[config.mk]
export PLATFORM = sky130hd
export DESIGN_NAME = nba_grader
export DESIGN_NICKNAME = d
export VERILOG_FILES = /design/src/rtl/nba_grader.sv
export SDC_FILE = /design/constraint.sdc
export NUM_CORES = 1
export LEC_CHECK = 0
export ABC_AREA = 1
export CAP_MARGIN = 40
export CORE_ASPECT_RATIO = 2
export CORE_MARGIN = 2
export CORE_UTILIZATION = 35
export DETAILED_ROUTE_END_ITERATION = 6
export GPL_ROUTABILITY_DRIVEN = 0
export PLACE_DENSITY = 0.67
export REMOVE_ABC_BUFFERS = 1
export SYNTH_ARGS = -nofsm -noshare
export SYNTH_HDL_FRONTEND = slang
export SYNTH_SLANG_ARGS = --single-unit
[constraint.sdc]
create_clock -name clk -period 1.6 [get_ports clk]
set_input_delay 0.32 -clock clk [delete_from_list [all_inputs] [get_ports clk]]
set_output_delay 0.32 -clock clk [all_outputs]
set_load 0.02 [all_outputs]
[src/rtl/nba_grader.sv]
// Number-baseball scoring block: accepts 4-digit guesses, replies strike/ball counts, counts questions.
// Optional macro GRADER_DIGIT_CHECK_EN: guesses with a digit > 9 or a repeated digit score 0/0.
module nba_grader #(
   parameter int MAX_Q = 200
) (
   input  logic        clk,
   input  logic        reset,
   input  logic [15:0] answer,
   input  logic [15:0] question,
   input  logic        ask_valid,
   output logic        ask_ready,
   output logic [2:0]  strike,
   output logic [2:0]  ball,
   output logic [15:0] cnt,
   output logic        reply_valid,
   input  logic        reply_ready,
   output logic        correct
);

   localparam logic [15:0] MAX_Q_W = 16'(MAX_Q);

   typedef enum logic [1:0] {ASK, REPLY, DONE} state_t;

   state_t      state_reg, state_next;
   logic        armed_reg;
   logic [2:0]  strike_reg, ball_reg;
   logic [15:0] cnt_reg;
   logic        correct_reg;

   logic [3:0]  a_dig [4];
   logic [3:0]  q_dig [4];
   logic [3:0]  hit_s, hit_b;
   logic [2:0]  raw_s, raw_b, score_s, score_b;
   logic        accept;

   genvar gi;
   generate
      for (gi = 0; gi < 4; gi++) begin : g_digit
         assign a_dig[gi] = answer[gi*4 +: 4];
         assign q_dig[gi] = question[gi*4 +: 4];
         assign hit_s[gi] = (q_dig[gi] == a_dig[gi]);
      end
   endgenerate

   // A ball needs an answer digit elsewhere that is not already taken by a strike.
   always_comb begin
      hit_b = '0;
      for (int i = 0; i < 4; i++) begin
         for (int j = 0; j < 4; j++) begin
            if (j != i && !hit_s[i] && !hit_s[j] && q_dig[i] == a_dig[j])
               hit_b[i] = 1'b1;
         end
      end
   end

   assign raw_s = {2'b00, hit_s[0]} + {2'b00, hit_s[1]} + {2'b00, hit_s[2]} + {2'b00, hit_s[3]};
   assign raw_b = {2'b00, hit_b[0]} + {2'b00, hit_b[1]} + {2'b00, hit_b[2]} + {2'b00, hit_b[3]};

`ifdef GRADER_DIGIT_CHECK_EN
   logic digits_ok;
   always_comb begin
      digits_ok = 1'b1;
      for (int i = 0; i < 4; i++) begin
         if (q_dig[i] > 4'd9)
            digits_ok = 1'b0;
         for (int j = i + 1; j < 4; j++) begin
            if (q_dig[i] == q_dig[j])
               digits_ok = 1'b0;
         end
      end
   end
   assign score_s = digits_ok ? raw_s : 3'd0;
   assign score_b = digits_ok ? raw_b : 3'd0;
`else
   assign score_s = raw_s;
   assign score_b = raw_b;
`endif

   assign accept      = (state_reg == ASK) && armed_reg && ask_valid;
   assign ask_ready   = (state_reg == ASK) && armed_reg;
   assign reply_valid = (state_reg == REPLY);
   assign strike      = strike_reg;
   assign ball        = ball_reg;
   assign cnt         = cnt_reg;
   assign correct     = correct_reg;

   always_comb begin
      state_next = state_reg;
      case (state_reg)
         ASK:     if (accept) state_next = REPLY;
         REPLY:   if (reply_ready)
                     state_next = (correct_reg || cnt_reg == MAX_Q_W) ? DONE : ASK;
         DONE:    state_next = DONE;
         default: state_next = ASK;
      endcase
   end

   always_ff @(posedge clk or negedge reset) begin
      if (!reset) begin
         state_reg   <= ASK;
         armed_reg   <= 1'b0;
         strike_reg  <= 3'd0;
         ball_reg    <= 3'd0;
         cnt_reg     <= 16'd0;
         correct_reg <= 1'b0;
      end else begin
         state_reg <= state_next;
         armed_reg <= 1'b1;
         if (accept) begin
            strike_reg  <= score_s;
            ball_reg    <= score_b;
            correct_reg <= correct_reg || (score_s == 3'd4);
            if (cnt_reg != MAX_Q_W)
               cnt_reg <= cnt_reg + 16'd1;
         end
      end
   end

endmodule

### Word-level counts from Yosys, hierarchy flattened

Cells that the tools add are included.

| storage, ports and cells | value |
|---|---|
| flip-flop bits (word level) | 26 |
| input bits | 36 |
| word-level logic and storage cells | 81 |

| operators by class | value |
|---|---|
| add/sub/neg operators | 7 |
| equality and inequality tests | 23 |
| multiplexer cells | 16 |
| reductions and logical operators | 29 |

Operators with widths:

| kind | number |
|---|---|
| $eq A4 B4 Y1 | 16 |
| $logic_and A1 B1 Y1 | 20 |
| $add A16 B1 Y16 const B | 1 |
| $eq A16 B8 Y1 const B | 1 |
| $ne A16 B8 Y1 const B | 1 |
| $mux W1 | 12 |
| $add A2 B1 Y3 | 2 |
| $add A3 B1 Y3 | 2 |
| $mux W2 | 3 |
| $pmux W2 S3 | 1 |
| $add A1 B1 Y2 | 2 |
| $logic_not A1 Y1 | 4 |
| $reduce_and A2 Y1 | 2 |
| $eq A3 B3 Y1 const B | 1 |
| $eq A2 B1 Y1 const B | 1 |
| $eq A2 B2 Y1 const B | 1 |
| $logic_not A2 Y1 | 1 |
| $logic_or A1 B1 Y1 | 2 |
| $ne A2 B1 Y1 const B | 1 |
| $ne A2 B2 Y1 const B | 1 |

### Depth between registers and ports, before layout

| depth | value |
|---|---|
| depth after elaboration | 10 |
| depth in mapped cells | 13 |
| depth with buffers taken out | 12 |

### Least setup slack after synthesis

OpenSTA, ideal clock, no wires.

| path | value |
|---|---|
| path kind | input to register |
| start point | input port answer[5] |
| end point | register ball_reg[1] (netlist: ball[1]) |
| arrival | 2.078 ns |
| data required time | 1.484 ns |
| setup slack | -0.595 ns |
| stages | 13 |
| path buffers | 1 |
| cells stage by stage | clkbuf_2 > inv_1 > nand2_1 > nand2_1 > nor2_1 > nand2_1 > nand3_1 > nand3_1 > fa_1 > ha_1 > ha_1 > nand2_1 > nand2_1 |

| on the way | value |
|---|---|
| longest elaborated chain between the ends | 10 |
| elaborated cells on any way between the ends | 27 |
| classes of those cells | add/sub (3); eq/ne (4); mux (10); reduce/logical (10) |

Ends and longest elaborated chain:

| item | RTL line | source |
|---|---|---|
| start: declaration | 8 | `input logic [15:0] answer,` |
| $eq A4 B4 Y1 | n/a |  |
| $logic_not A1 Y1 | 50 | `if (j != i && !hit_s[i] && !hit_s[j] && q_dig[i] == a_dig[j])` |
| $logic_and A1 B1 Y1 (2 in a row) | 50 |  |
| $mux W1 (3 in a row) | 50 |  |
| $add A1 B1 Y2 | 57 | `assign raw_b = {2'b00, hit_b[0]} + {2'b00, hit_b[1]} + {2'b00, hit_b[2]} + {2'b00, hit_b[3]};` |
| $add A2 B1 Y3 | 57 |  |
| $add A3 B1 Y3 (*) | 57 |  |
| named net raw_b[1] | 33 | `logic [2:0] raw_s, raw_b, score_s, score_b;` |
| end signal: assignment | 111 | `ball_reg <= score_b;` |
| end: declaration | 26 | `logic [2:0] strike_reg, ball_reg;` |

The timed path passes the listed nets; every way through them passes the cells marked *.
A chain may end at the register's enable or synchronous reset.

### Worst setup path in the final report

| path | value |
|---|---|
| start point | input port question[1] |
| end point | register ball_reg[1] (netlist: ball[1]) |

| on the way | value |
|---|---|
| longest elaborated chain between the ends | 10 |
| elaborated cells on any way between the ends | 29 |
| classes of those cells | add/sub (3); eq/ne (4); mux (12); reduce/logical (10) |

Ends and longest elaborated chain:

| item | RTL line | source |
|---|---|---|
| start: declaration | 9 | `input logic [15:0] question,` |
| $eq A4 B4 Y1 | n/a |  |
| $logic_not A1 Y1 | 50 |  |
| $logic_and A1 B1 Y1 (2 in a row) | 50 |  |
| $mux W1 (3 in a row) | 50 |  |
| $add A1 B1 Y2 | 57 |  |
| $add A2 B1 Y3 | 57 |  |
| $add A3 B1 Y3 (*) | 57 |  |
| named net raw_b[1] | 33 |  |

Marked as above.

==> flow_metrics.tcl <==
set metrics [dict create \
    status "complete, but fails checks" \
    violations "negative setup slack" \
    synthCells 423 \
    ios 61 \
    n_antenna_cell 0 \
    drv_cap 0 \
    wl_per_cell_um 12.5 \
    syn_to_final_growth_pct 79.8 \
    end_kind "flip-flop" \
    htreeDepth 1 \
    overflow 0 \
    clockRootBuffer "clkbuf_16" \
    finClkSkew_ns 0.00160 \
    nets 609 \
    wl_um 8170 \
    whs_ns 0.435 \
    coreArea_um2 7160 \
    dr.pass1.iters 4 \
    hp-class "in -> async" \
    powerDensity_nw_per_um2 484 \
    slowest_delay_ns 0.43 \
    clock-sinks 26 \
    final_cell_mix "156 x nand2_1, 63 x buf_4, 40 x nand2_2, 37 x buf_6" \
    finalSetupViolCount 6 \
    dr.first_iter.drc_count 141 \
    hold_buffers 0 \
    antenna_found_initial 0 \
    p_sw_mw 0.626 \
    ys_seq_area_share_pct 25.5 \
    p_clk_share_pct 33.1 \
    placementRows 44 \
    worstSetupPathType "in -> reg" \
    ant_nets 0 \
    fin_util_pct 64.0 \
    path_clk_slew_ns 0.07 \
    grt_pass1_wl_um 13200 \
    vias 3062 \
    required_ns 1.76 \
    grt_usage_pct 20.1 \
    die_w_um 64.3 \
    cpLargestDelayFamily "adder cells" \
    yosysUniqueCellTypes 29 \
    cp_slowest_cell "fa_1" \
    fin_setup_tns_ns -0.965 \
    clock_latency_ns 0.26 \
    reg2reg_setup_slack_ns 0.13 \
    r2r_start "cnt[1]" \
    fp.dieH_um 125 \
    cts_tree "done" \
    crit_path_cell_trace "buf_8, buf_6, xnor2_2, nand2_1, nor2_2, nand3_2, nand3_2, fa_1, ha_4, ha_4, nand2_2, nand2_2" \
    cts_buffer_depth 2 \
    grt_pass1_vias 2972 \
    period_share_pct 118 \
    synth_warnings 0 \
    drive_gt1_share_pct 44.7 \
    syn_area_per_cell_um2 6.02 \
    finalWorstSetupSlack_ns -0.295 \
    startpoint_type "input port" \
    crit_fanout 3 \
    seqPwrFrac_pct 29.7 \
    drcViolationCount 0 \
    viasPerCell 4.67 \
    comb_power_share_pct 37.2 \
    largest_reg_flops 16 \
    slew_viol_final 0 \
    swShare_pct 28.3 \
    dieArea_um2 8020 \
    finalHoldViolations 0 \
    critPathBufInv 2 \
    cp_data_arrival_time_ns 2.05 \
    p_leak_nw 2.39 \
    start_util_pct 35.6 \
    max_freq_mhz 528 \
    fin_crit_ns 1.89 \
    rsz0062_at_grt "true" \
    final_common_cell "nand2_1" \
    syn_area_um2 2550 \
    vdd_drop_max_uv 481 \
    grt_max_degree 27 \
    dp.final_hpwl_um 5690 \
    cts_buffers 3 \
    portBuffers 60 \
    ys_seq_elements 26 \
    startpoint "question[1]" \
    intPower_mw 1.59 \
]
[area by class of cell]
cell class,instances,area [µm²]
fillers,622,2580
multi-input cells,341,2140
repair buffers,142,1350
flip-flops and latches,26,651
inverters,51,213
well taps,92,115
clock buffers,3,75.1
clock inverters,1,30.0
[synth_stat cells, drive strengths merged]
cell type  count  area share (%)
dfrtp         26              26
ha             7             3.4
nor3           1            0.20
buf            4             1.7
clkbuf         2            0.39
nor2          42             6.6
o21ai         12             2.8
conb           1            0.15
a21oi          1            0.20
clkinv         2            0.34
inv           49             7.3
nand3         27             5.3
xor2           2            0.69
o21bai         1            0.29
nor3b          1            0.49
nand2        200              30
xnor2         32              11
nand4         12             2.9
fa             1            0.79
[worst reg2reg max path, stage by stage, from the launching register on]
cell,delay [ns]
dfrtp_1,0.42
ha_1,0.23
nand3_2,0.14
nor2_4,0.19
nand4_1,0.12
o21ai_0,0.18
nand2_1,0.06
[final timing paths]
path | to | cells after the start
worst max-delay path | ball[1] | 12
worst min-delay path | strike[0] | 2
worst max register to register | cnt[12] | 6
worst min register to register | strike[2] | 2
max in group asynchronous | cnt[11] | 2
min in group clk | strike[2] | 2
[power groups by stage]
stage / clock (mW) / combinational [mW] / sequential [mW]
after CTS: 0.743 / 0.680 / 0.658
after global routing: 0.779 / 0.888 / 0.658
after floorplan: 0 / 0.229 / 0.671
after detailed placement: 0 / 0.553 / 0.671
final: 0.734 / 0.824 / 0.658
after global placement: 0 / 0.549 / 0.671
[logic make-up (layout without fill, tap and decap cells)]
group / count (synthesis) / in the layout / synth area share (%)
AND/OR/NAND/NOR: 283 / 284 / 45.4
buffers and inverters: 57 / 197 / 9.72
XOR/XNOR: 34 / 34 / 11.7
flip-flops: 26 / 26 / 25.5
AO/OA/AOI/OAI: 14 / 14 / 3.29
adder cells (fa/ha/maj): 8 / 8 / 4.22
other: 1 / 1 / 0.147
[what timing repair did]
action                     in CTS  in global routing
resized for setup             262                108
buffers inserted                5                  4
gates cloned                    0                  1
pin swaps                      52                 61
setup endpoints to repair      24                 24
[routing by layer]
metal | vias up | GRT usage [%] | share of wire [%]
li1 | 1582 | - | -
met1 | 1396 | 27.0 | 42
met2 | 72 | 34.2 | 53
met3 | 12 | 2.17 | 3.2
met4 | 0 | 5.13 | 1.7
met5 | - | 0 | 0
[stage by stage]
| stage | total power [mW] | worst slack (ns) | instance area (µm²) | instances |
|---|---|---|---|---|
| 3_3_place_gp | 1.22 | -1.14 | 3780 | 643 |
| 3_5_place_dp | 1.22 | -1.18 | 3780 | 643 |
| 4_1_cts | 2.08 | -0.248 | 4210 | 652 |
| 6_report | 2.22 | -0.295 | 4580 | 656 |
| 2_1_floorplan | 0.901 | -0.456 | 2490 | 417 |
| 5_1_grt | 2.32 | -0.361 | 4580 | 656 |
No activity file was read; power rests on OpenSTA's default activity.
